`src/rtl/fir_pkg.sv`:
```
// Shared types and defaults for the FIR coefficient loader.
// FIR_COEF_SYMMETRIC_EN selects linear-phase mode: half-length sets with mirrored reads.
package fir_pkg;

    localparam int DATA_WIDTH_DEF = 24;
    localparam int FIR_DEPTH_DEF  = 16;
    localparam int ADDR_WIDTH_DEF = $clog2(FIR_DEPTH_DEF);

    function automatic int set_len(input int depth);
`ifdef FIR_COEF_SYMMETRIC_EN
        return depth / 2;
`else
        return depth;
`endif
    endfunction

    localparam int SET_LEN_DEF = set_len(FIR_DEPTH_DEF);

    typedef enum logic [1:0] {
        ST_IDLE,
        ST_LOAD,
        ST_DRAIN,
        ST_PENDING
    } ld_state_e;

endpackage

```
`src/rtl/fir_coeff_bank.sv`:
```
// Two-bank simple dual-port coefficient memory; bank bit is the address MSB.
// Registered read output holds when not enabled.
module fir_coeff_bank #(
    parameter  int DATA_WIDTH = 24,
    parameter  int WORDS      = 16,
    localparam int AW         = $clog2(WORDS)
) (
    input  logic                  i_clk,
    input  logic                  i_rst,
    input  logic                  i_wr_bank,
    input  logic [AW-1:0]         iv_wr_addr,
    input  logic [DATA_WIDTH-1:0] iv_wr_data,
    input  logic                  i_we,
    input  logic                  i_rd_bank,
    input  logic [AW-1:0]         iv_rd_addr,
    input  logic                  i_rd_en,
    output logic [DATA_WIDTH-1:0] ov_rd_data
);

    logic [DATA_WIDTH-1:0] mem [2*WORDS];
    logic [DATA_WIDTH-1:0] rd_data_q, rd_data_d;

    always_ff @(posedge i_clk) begin
        if (i_we) mem[{i_wr_bank, iv_wr_addr}] <= iv_wr_data;
    end

    always_comb begin
        rd_data_d = rd_data_q;
        if (i_rd_en) rd_data_d = mem[{i_rd_bank, iv_rd_addr}];
    end

    always_ff @(posedge i_clk) begin
        if (i_rst) rd_data_q <= '0;
        else       rd_data_q <= rd_data_d;
    end

    assign ov_rd_data = rd_data_q;

endmodule

```
`src/rtl/fir_coeff_loader.sv`:
```
// Streams a coefficient set into the shadow bank and swaps banks on a filter output boundary.
// FIR_COEF_SYMMETRIC_EN: half-length sets, read addresses >= FIR_DEPTH/2 mirrored.
module fir_coeff_loader
    import fir_pkg::*;
#(
    parameter  int DATA_WIDTH = DATA_WIDTH_DEF,
    parameter  int FIR_DEPTH  = FIR_DEPTH_DEF,
    localparam int ADDR_WIDTH = $clog2(FIR_DEPTH)
) (
    input  logic                  i_clk,
    input  logic                  i_rst,
    input  logic [DATA_WIDTH-1:0] iv_coef,
    input  logic                  i_coef_valid,
    input  logic                  i_coef_last,
    output logic                  o_coef_ready,
    input  logic                  i_frame_boundary,
    input  logic                  i_rd_en,
    input  logic [ADDR_WIDTH-1:0] iv_rd_addr,
    output logic [DATA_WIDTH-1:0] ov_rd_data,
    output logic                  o_bank_sel,
    output logic                  o_swap_pending,
    output logic                  o_swapped,
    output logic                  o_load_err
);

    localparam int SET_LEN = set_len(FIR_DEPTH);
    localparam int PTR_W   = $clog2(SET_LEN);
    localparam logic [PTR_W-1:0] PTR_LAST = PTR_W'(SET_LEN - 1);

    ld_state_e        state_q, state_d;
    logic [PTR_W-1:0] ptr_q, ptr_d;
    logic             bank_sel_q, bank_sel_d;
    logic             coef_ready_q, coef_ready_d;
    logic             swap_pending_q, swap_pending_d;
    logic             swapped_q, swapped_d;
    logic             load_err_q, load_err_d;
    logic             we;
    logic             xfer;
    logic [ADDR_WIDTH-1:0] rd_addr_m;

    assign xfer = i_coef_valid && coef_ready_q;

    always_comb begin
        state_d    = state_q;
        ptr_d      = ptr_q;
        bank_sel_d = bank_sel_q;
        swapped_d  = 1'b0;
        load_err_d = 1'b0;
        we         = 1'b0;
        case (state_q)
            // IDLE behaves like LOAD so a one-word set is judged on its own.
            ST_IDLE, ST_LOAD: begin
                if (xfer) begin
                    we = 1'b1;
                    if (i_coef_last) begin
                        if (ptr_q == PTR_LAST) begin
                            state_d = ST_PENDING;
                        end else begin
                            load_err_d = 1'b1;
                            ptr_d      = '0;
                            state_d    = ST_IDLE;
                        end
                    end else if (ptr_q == PTR_LAST) begin
                        load_err_d = 1'b1;
                        state_d    = ST_DRAIN;
                    end else begin
                        ptr_d   = ptr_q + 1'b1;
                        state_d = ST_LOAD;
                    end
                end
            end
            ST_DRAIN: begin
                if (xfer && i_coef_last) begin
                    ptr_d   = '0;
                    state_d = ST_IDLE;
                end
            end
            ST_PENDING: begin
                if (i_frame_boundary) begin
                    bank_sel_d = ~bank_sel_q;
                    ptr_d      = '0;
                    swapped_d  = 1'b1;
                    state_d    = ST_IDLE;
                end
            end
            default: state_d = ST_IDLE;
        endcase
        coef_ready_d   = (state_d != ST_PENDING);
        swap_pending_d = (state_d == ST_PENDING);
    end

    always_ff @(posedge i_clk) begin
        if (i_rst) begin
            state_q        <= ST_IDLE;
            ptr_q          <= '0;
            bank_sel_q     <= 1'b0;
            coef_ready_q   <= 1'b0;
            swap_pending_q <= 1'b0;
            swapped_q      <= 1'b0;
            load_err_q     <= 1'b0;
        end else begin
            state_q        <= state_d;
            ptr_q          <= ptr_d;
            bank_sel_q     <= bank_sel_d;
            coef_ready_q   <= coef_ready_d;
            swap_pending_q <= swap_pending_d;
            swapped_q      <= swapped_d;
            load_err_q     <= load_err_d;
        end
    end

    always_comb begin
        rd_addr_m = iv_rd_addr;
`ifdef FIR_COEF_SYMMETRIC_EN
        if (iv_rd_addr >= ADDR_WIDTH'(FIR_DEPTH / 2))
            rd_addr_m = ADDR_WIDTH'(FIR_DEPTH - 1) - iv_rd_addr;
`endif
    end

    fir_coeff_bank #(
        .DATA_WIDTH (DATA_WIDTH),
        .WORDS      (SET_LEN)
    ) u_bank (
        .i_clk      (i_clk),
        .i_rst      (i_rst),
        .i_wr_bank  (~bank_sel_q),
        .iv_wr_addr (ptr_q),
        .iv_wr_data (iv_coef),
        .i_we       (we),
        .i_rd_bank  (bank_sel_q),
        .iv_rd_addr (rd_addr_m[PTR_W-1:0]),
        .i_rd_en    (i_rd_en),
        .ov_rd_data (ov_rd_data)
    );

    assign o_coef_ready   = coef_ready_q;
    assign o_bank_sel     = bank_sel_q;
    assign o_swap_pending = swap_pending_q;
    assign o_swapped      = swapped_q;
    assign o_load_err     = load_err_q;

endmodule

```
`config.mk`:
```
export PLATFORM = sky130hd
export DESIGN_NAME = fir_coeff_loader
export DESIGN_NICKNAME = d
export VERILOG_FILES = /design/src/rtl/fir_pkg.sv /design/src/rtl/fir_coeff_bank.sv /design/src/rtl/fir_coeff_loader.sv
export SDC_FILE = /design/constraint.sdc
export NUM_CORES = 1
export LEC_CHECK = 0
export CELL_PAD_IN_SITES_DETAIL_PLACEMENT = 0
export CELL_PAD_IN_SITES_GLOBAL_PLACEMENT = 1
export CORE_MARGIN = 2
export CORE_UTILIZATION = 32
export CTS_CLUSTER_SIZE = 8
export DETAILED_ROUTE_END_ITERATION = 6
export PLACE_DENSITY_LB_ADDON = 0.1
export REMOVE_ABC_BUFFERS = 1
export SETUP_SLACK_MARGIN = 0.4
export SYNTH_ARGS = -nofsm -noshare
export SYNTH_HDL_FRONTEND = slang
export SYNTH_SLANG_ARGS = --single-unit
```
`constraint.sdc`:
```
create_clock -name i_clk -period 4.3 [get_ports i_clk]
set_clock_uncertainty 0.05 [all_clocks]
set_input_delay 0.43 -clock i_clk [delete_from_list [all_inputs] [get_ports i_clk]]
set_output_delay 0.43 -clock i_clk [all_outputs]
set_load 0.005 [all_outputs]
```
# Yosys cells after proc, flatten, opt, wreduce, memory -nomap -nowiden
# Memory sizes are Yosys's and may differ from the RTL's. A register that Yosys moved wholly into a read port is not among the register bits.
# Index checks and enable logic that the tools add are counted.
# W data, S select, Z words.
[totals] regBits=11 mem_bits_rw=768 in_bits=34 mem_count=1
[memory_table] name="u_bank.mem" words=32 width=24 read_ports=1 rd_clocked_by_memory_dff=1 write_ports=1 line="fir_coeff_bank.sv:20" text="logic [DATA_WIDTH-1:0] mem [2*WORDS];"
[op_classes] n_addsub=1 eq_ne=10 n_mux=22 bitwise=4 n_reduce_logical=8
[ops] cell="$mux W4" n=6
[ops] cell="$mux W2" n=6
[ops] cell="$pmux W4 S3" n=1
[ops] cell="$ne A2 B2 Y1 const B" n=5
[ops] cell="$mux W1" n=8
[ops] cell="$eq A2 B2 Y1 const B" n=3
[ops] cell="$pmux W2 S3" n=1
[ops] cell="$add A4 B1 Y4 const B" n=1
[ops] cell="$eq A4 B4 Y1 const B" n=1
[ops] cell="$not A1 Y1" n=4
[ops] cell="$reduce_and A4 Y1" n=1
[ops] cell="$reduce_or A2 Y1" n=2
[ops] cell="$reduce_or A3 Y1" n=1
[ops] cell="$eq A2 B1 Y1 const B" n=1
[ops] cell="$logic_and A1 B1 Y1" n=2
[ops] cell="$logic_not A2 Y1" n=1
[ops] cell="$reduce_and A2 Y1" n=1

# Longest topological paths before layout
# Gate-level depths: netlist (run 1).
[depth] ltp_word=6 mapped_depth=8 ltp_nobuf=8

# By module
# A second synthesis (run 1) with hierarchy kept.
[hier_totals] hier_cells=1755 hier_area_um2=31341.3
[modules_own_cells] module="fir_coeff_bank" n_inst=1 cells_each=1694 area_per_inst_um2=30743.2 seq_area_each_um2=23542.6
[modules_own_cells] module="fir_coeff_loader" n_inst=1 cells_each=61 area_per_inst_um2=598.1 seq_area_each_um2=220.2

# Worst setup path after synthesis (run 1)
# No wires, ideal clock.
[synth_path] path_kind="reg2reg" start="register bank_sel_q, in the netlist o_bank_sel" end="memory u_bank.mem[0][0], enable pin" setup_time_ns=0.405 arrival_ns=2.181 required_time_ns=3.845 slack_ns=1.664 path_stages_with_launch=4 synth_period_minus_slack_ns=2.636 path_cell_list="dfxtp_1 -> clkbuf_1 -> or3b_2 -> nor2_1"
[synth_via] elab_chain_len=1
[synth_lines] item="start, declared" line="fir_coeff_loader.sv:32" text="logic bank_sel_q, bank_sel_d;"
[synth_lines] item="start signal, assigned" line="fir_coeff_loader.sv:104" text="bank_sel_q <= bank_sel_d;"
[synth_lines] item="$not A1 Y1" line="fir_coeff_loader.sv:126" text=".i_wr_bank (~bank_sel_q),"
[synth_lines] item="end, declared" line="fir_coeff_bank.sv:20"
# Every way passes these cells.

==> flow_metrics.tcl, run 1 <==
set metrics [dict create \
    power.leakage_nw 12.67 \
    nFillCells 8807 \
    ctsRootBufferMaster "clkbuf_16" \
    wl_per_cell_um 28.15 \
    r2r_end "u_bank.ov_rd_data[13]" \
    clk_pin_slew_ps 50 \
    critical_path.max_fanout 16 \
    initial_utilization_pct 32.34 \
    yosysSeqAreaShare_pct 75.86 \
    io_pins 63 \
    yosysWarnings 0 \
    grt_start_max_net_pins 72 \
    status "finished clean" \
    hp-class "input port to flip-flop" \
    synthCells 1759 \
    cts_setup_buffers 0 \
    rsz0062_at_grt "false" \
    synthToLayoutAreaGrowth_pct 19.21 \
    drc 0 \
    p_seq_share_pct 49.3 \
    htree_levels 3 \
    cts_tree "yes" \
    final_common_cell "edfxtp_1" \
    final.period_utilization_pct 63.13 \
    finalWorstSetupSlack_ps 1585 \
    register_area_um2 23760 \
    crit_required_ps 4820 \
    fin_setup_tns_ps 0 \
    power.total_mw 17.54 \
    relSlewSlack_pct 39.27 \
    grt_pass1_vias 17060 \
    combPwrFrac_pct 4.8 \
    slowest_delay_ps 690 \
    power_frac_clock_pct 45.9 \
    clock_latency_ps 660 \
    placed_cell_area_um2 34140 \
    vias 16650 \
    syn_area_um2 31320 \
    cts_sinks 803 \
    period_needed_ps 2715 \
    overflow 0 \
    hold_start "iv_coef[19]" \
    drv_slew 0 \
    mostFrequentLayoutCells "edfxtp_1, mux2i_1, a22oi_1" \
    drive_gt1_share_pct 14.56 \
    reg2reg_depth 5 \
    cts_inserted_buffers 111 \
    ys_ff_latch 803 \
    drt_iter0_drc 1281 \
    hpwl_mm 53.82 \
    die_y_um 316.9 \
    gp_congestion 0.7611 \
    dr.pass1.iters 5 \
    internal_power_mw 13.79 \
    ant_nets 0 \
    path_class "flip-flop to flip-flop" \
    switching_share_pct 21.38 \
    grt_pass1_wl_mm 130.8 \
    grt_usage_pct 18.53 \
    vias_per_cell 5.071 \
    final_util_pct 38.56 \
    whs_endpoint "u_bank.mem[26][19]" \
    min_path_cells 1 \
    placementRows 114 \
    p_switching_mw 3.751 \
    worst_slew_pin_slew_ps 910.9 \
    max-vdd-ir-drop_uv 258.8 \
    dieArea_um2 100400 \
    cap_violations 0 \
    power_density_nw_per_um2 469.8 \
    ys_types 36 \
    path_cells "or2_2 -> buf_4 -> a21oi_1 -> or4_1 -> a211oi_2" \
    r2r_slack_ps 1590 \
    holdBufCountCts 0 \
    postSynthAreaPerCell_um2 17.81 \
    clockBufferDepth 3 \
    multi_input_area_um2 7128 \
    wl_mm 92.42 \
    cts_resized 0 \
    dp_slack_ps 1139 \
    hold_viol 0 \
    critPathSlowestCell "dfxtp_1" \
    setup_viol 0 \
    finalInstanceArea_um2 37340 \
    antenna_found_initial 8 \
    portBuffers 62 \
    max_freq_mhz 368.4 \
    endpoint_kind "flip-flop" \
    cp_data_arrival_time_ps 3230 \
    die_w_um 316.9 \
    core-area_um2 96850 \
    nets 1958 \
    startpoint_type "flip-flop" \
    r2r_start "o_bank_sel" \
]
-- layer usage --
layer / part of all wire [%] / global-route usage (%)
met2: 45 / 28.50
met5: 0 / 0
met4: 1.7 / 4.642
met3: 4.6 / 3.248
met1: 48 / 27.16
-- how the worst max path moves through the flow --
stage | cells after the start | startpoint | slack, ps | endpoint
after global placement | 7 | iv_rd_addr[2] | 1140 | u_bank.ov_rd_data[3]
final | 5 | o_bank_sel | 1590 | u_bank.ov_rd_data[13]
after floorplan | 5 | iv_rd_addr[1] | -170 | u_bank.ov_rd_data[6]
after CTS | 5 | o_bank_sel | 1570 | u_bank.ov_rd_data[5]
after detailed placement | 7 | iv_rd_addr[1] | 1140 | u_bank.ov_rd_data[5]
after global routing | 5 | o_bank_sel | 1460 | u_bank.ov_rd_data[5]
-- flip-flops by register name, indices dropped and copies added, names as in the netlist --
register / flops
o_bank_sel: 1
o_coef_ready: 1
o_load_err: 1
o_swap_pending: 1
o_swapped: 1
ptr_q: 4
state_q: 2
u_bank.mem: 768
u_bank.ov_rd_data: 24
-- cells in the mapped netlist --
master     count  area share (%)
a211oi_2      24            0.96
a21oi_1      100             1.6
a22oi_1      193             4.6
a2bb2oi_1      1           0.028
and2_1         2           0.040
buf_1          3           0.036
buf_12         1           0.064
buf_2          5           0.080
buf_4         20            0.48
buf_6         22            0.79
buf_8          1           0.048
clkbuf_1      58            0.70
dfxtp_1       35             2.2
edfxtp_1     768              74
ha_1           6            0.24
inv_1          5           0.060
mux2i_1      385              12
nand2_1       11            0.13
nand2b_1       2           0.040
nand3_1        5           0.080
nand3b_1       4           0.096
nand4_1        1           0.020
nand4b_1       1           0.028
nor2_1        67            0.80
nor2b_1        2           0.040
nor3_1         2           0.032
nor4_1         1           0.020
o21ai_0        2           0.032
o22a_1         1           0.028
o31ai_1        1           0.024
or2_1          1           0.020
or2_2          1           0.020
or3_1          1           0.020
or3b_2         2           0.056
or4_1         24            0.58
xor2_1         1           0.028
-- power groups by stage --
stage          logic, mW  registers (mW)  clock network [mW]
5_1_grt            0.903            8.64                8.61
2_1_floorplan      0.316            8.78                   0
3_5_place_dp       0.855            8.80                   0
3_3_place_gp       0.853            8.80                   0
4_1_cts            0.858            8.65                8.27
6_report           0.838            8.65                8.06
-- cell type report --
cell class                 count  share of cell area, %
inverter                       5                0.05026
clock buffer                 195                  8.451
tap                         1276                  4.276
timing repair buffer         156                  4.376
multi-input combinational    841                  19.09
clock inverter                 5                 0.1072
antenna                        2                0.01340
sequential                   803                  63.64
-- logic make-up after synthesis --
kind of cell | after synthesis | share of synthesized area, %
AO/OA/AOI/OAI | 322 | 7.294
XOR/XNOR | 1 | 0.02797
adder cells (fa/ha/maj) | 6 | 0.2397
buffers and inverters | 115 | 2.253
flip-flops | 803 | 75.86
multiplexers | 385 | 12.30
AND/OR/NAND/NOR | 127 | 2.021
-- per-stage QoR --
stage               hold slack (ps)  cells
floorplan                     421.2   1649
global placement              458.8   3081
global route                  310.3   3281
finish                        298.1   3283
detailed placement            465.8   3081
CTS                           280.8   3281
-- worst max-delay path, delay by kind of cell, from the launching register on --
family	cells	cell delay (ps)
flip-flops	1	690
AO/OA/AOI/OAI	2	390
buffers and inverters	1	330
AND/OR/NAND/NOR	2	1140
No activity file was read; power rests on OpenSTA's default activity.
==> run 2: changes to the inputs <==
==> constraint.sdc (replaced) <==
create_clock -name i_clk -period 2.45 [get_ports i_clk]
set_clock_uncertainty 0.05 [all_clocks]
set_input_delay 0.245 -clock i_clk [delete_from_list [all_inputs] [get_ports i_clk]]
set_output_delay 0.245 -clock i_clk [all_outputs]
set_load 0.005 [all_outputs]
==> run 2 against run 1 <==
Compared with the run above:
- combinational power up 85%
- power up 76%
- die area unchanged
- worst setup slack worse by 1100 ps
- count of clock-buffer cells in the layout up 6
- utilization up 1.4 points
- cell count up 3.1%
- largest cell class unchanged
==> flow_metrics.tcl, run 2 (synthesized netlist as in run 1, its figures left out) <==
set metrics [dict create \
    status "finished clean" \
    path_cells "clkdlybuf4s50_1 -> and2_4 -> buf_12 -> a22oi_1 -> a21oi_1 -> or4_1 -> a211oi_2" \
    hp-class "input port to flip-flop" \
    grt_usage_pct 18.58 \
    switching_share_pct 21.28 \
    initial_utilization_pct 32.34 \
    endpoint_kind "flip-flop" \
    ant_nets 0 \
    r2r_start "ptr_q[2]" \
    io_pins 63 \
    worst_slew_pin_slew_ps 567.4 \
    clockBufferDepth 3 \
    max_freq_mhz 498.3 \
    die_w_um 316.9 \
    holdWs_ps 34.51 \
    power_frac_clock_pct 46.0 \
    crit_family "simple AND/OR/NAND/NOR gates" \
    dieArea_um2 100400 \
    cts_setup_buffers 0 \
    startpoint_type "input port" \
    fin_setup_tns_ps 0 \
    critical_path.max_fanout 17 \
    crit_end "u_bank.ov_rd_data[11]" \
    critPathSlowestCell "clkdlybuf4s50_1" \
    p_switching_mw 6.578 \
    mostFrequentLayoutCells "edfxtp_1, mux2i_1, a22oi_1" \
    crit_buf_inv 2 \
    htree_levels 3 \
    hold_viol 0 \
    wl_mm 92.88 \
    reg2reg_depth 3 \
    vias_per_cell 4.988 \
    antenna_cells 0 \
    cts_tree "yes" \
    grt_pass1_wl_mm 130.9 \
    drv_slew 0 \
    r2r_slack_ps 520 \
    crit_start "iv_rd_addr[2]" \
    clock_latency_ps 670 \
    overflow 0 \
    grt_start_max_net_pins 38 \
    placementRows 114 \
    internal_power_mw 24.34 \
    relSlewSlack_pct 62.17 \
    antenna_found_initial 1 \
    ctsRootBufferMaster "clkbuf_16" \
    portBuffers 62 \
    period_needed_ps 2007 \
    finalInstanceArea_um2 38740 \
    finalWorstSetupSlack_ps 443.0 \
    clk_pin_slew_ps 50 \
    placed_cell_area_um2 35530 \
    regMostFlops "u_bank.mem" \
    drc 0 \
    largest_reg_flops 768 \
    dr.pass1.iters 7 \
    cap_violations 0 \
    nets 2058 \
    crit_required_ps 2980 \
    cp_data_arrival_time_ps 2540 \
    vias 16890 \
    drive_gt1_share_pct 18.29 \
    die_y_um 316.9 \
    power_density_nw_per_um2 798.0 \
    cts_sinks 803 \
    r2r_end "u_bank.mem[27][16]" \
    hold_start "i_rst" \
    core-area_um2 96850 \
    holdBufCountCts 0 \
    path_class "input port to flip-flop" \
    cp.depth 7 \
    rsz0062_at_grt "false" \
    power.leakage_nw 13.34 \
    wl_per_cell_um 27.43 \
    final_common_cell "edfxtp_1" \
    gp_congestion 0.7301 \
    cts_inserted_buffers 110 \
    setup_viol 0 \
    hpwl_mm 54.91 \
    final.period_utilization_pct 81.92 \
    dp_slack_ps -207.5 \
    max-vdd-ir-drop_uv 490.5 \
    drt_iter0_drc 1340 \
    slowest_delay_ps 560 \
    synthToLayoutAreaGrowth_pct 23.68 \
    combPwrFrac_pct 5.0 \
    p_seq_share_pct 49.0 \
    grt_pass1_vias 17450 \
]
==> run 2: cell count changes in the layout (fill, tap and decap cells not counted), sizes merged <==
| cell | previous run | this run |
|---|---|---|
| clkbuf | 195 | 201 |
| diode | 2 | 0 |
| inv | 9 | 8 |
| buf | 105 | 198 |
| clkinv | 1 | 0 |
| clkdlybuf4s50 | 51 | 59 |
==> run 2: power by group through the flow <==
stage	registers (mW)	logic, mW	clock network (mW)
after floorplan	15.4	0.554	0
after global placement	15.4	1.56	0
after detailed placement	15.4	1.57	0
after CTS	15.2	1.57	14.6
after global routing	15.1	1.66	15.1
final	15.2	1.55	14.2
==> run 2: layout make-up <==
class                           count  area [µm²]
Fill cell                        8742       58110
Sequential cell                   803       23770
Multi-Input combinational cell    841        7131
Clock buffer                      201        3168
Timing Repair Buffer              257        3020
Tap cell                         1276        1597
Clock inverter                      3       37.54
Inverter                            5       18.77
==> run 2: per-stage QoR <==
stage          cells  util, %  power [mW]
2_1_floorplan   1649        -       15.96
3_3_place_gp    3182    36.68       16.98
3_5_place_dp    3182    36.68       16.99
4_1_cts         3386    39.99       31.30
5_1_grt         3386    40.00       31.95
6_report        3386    40.00       30.92
==> run 2: timing repair <==
action / 4_1_cts / 5_1_grt
setup endpoints to repair: 11 / 142
gates resized for setup: 2 / 3
pin swaps: 0 / 0
==> run 2: tightest hold or removal path, cell delays in order <==
cell    delay, ps
buf_2         110
buf_12        200
nor2_1        130
==> run 2: per-layer routing <==
layer  global-route usage [%]  wire length (µm)  vias to the layer above
met3                    2.935              4225                      123
met5                        0                 0                        -
met4                    5.103              1929                        0
met2                    30.18             44200                      410
li1                         -                 -                     7616
met1                    25.86             42530                     8740
==> run 2: how the worst min path moves through the flow <==
stage / endpoint / depth (start not counted) / slack (ps)
3_3_place_gp: ptr_q[1] / 2 / 460
2_1_floorplan: u_bank.ov_rd_data[0] / 1 / 260
3_5_place_dp: ptr_q[1] / 2 / 470
4_1_cts: state_q[1] / 3 / 7
6_report: state_q[0] / 3 / 30
5_1_grt: o_swapped / 3 / 40
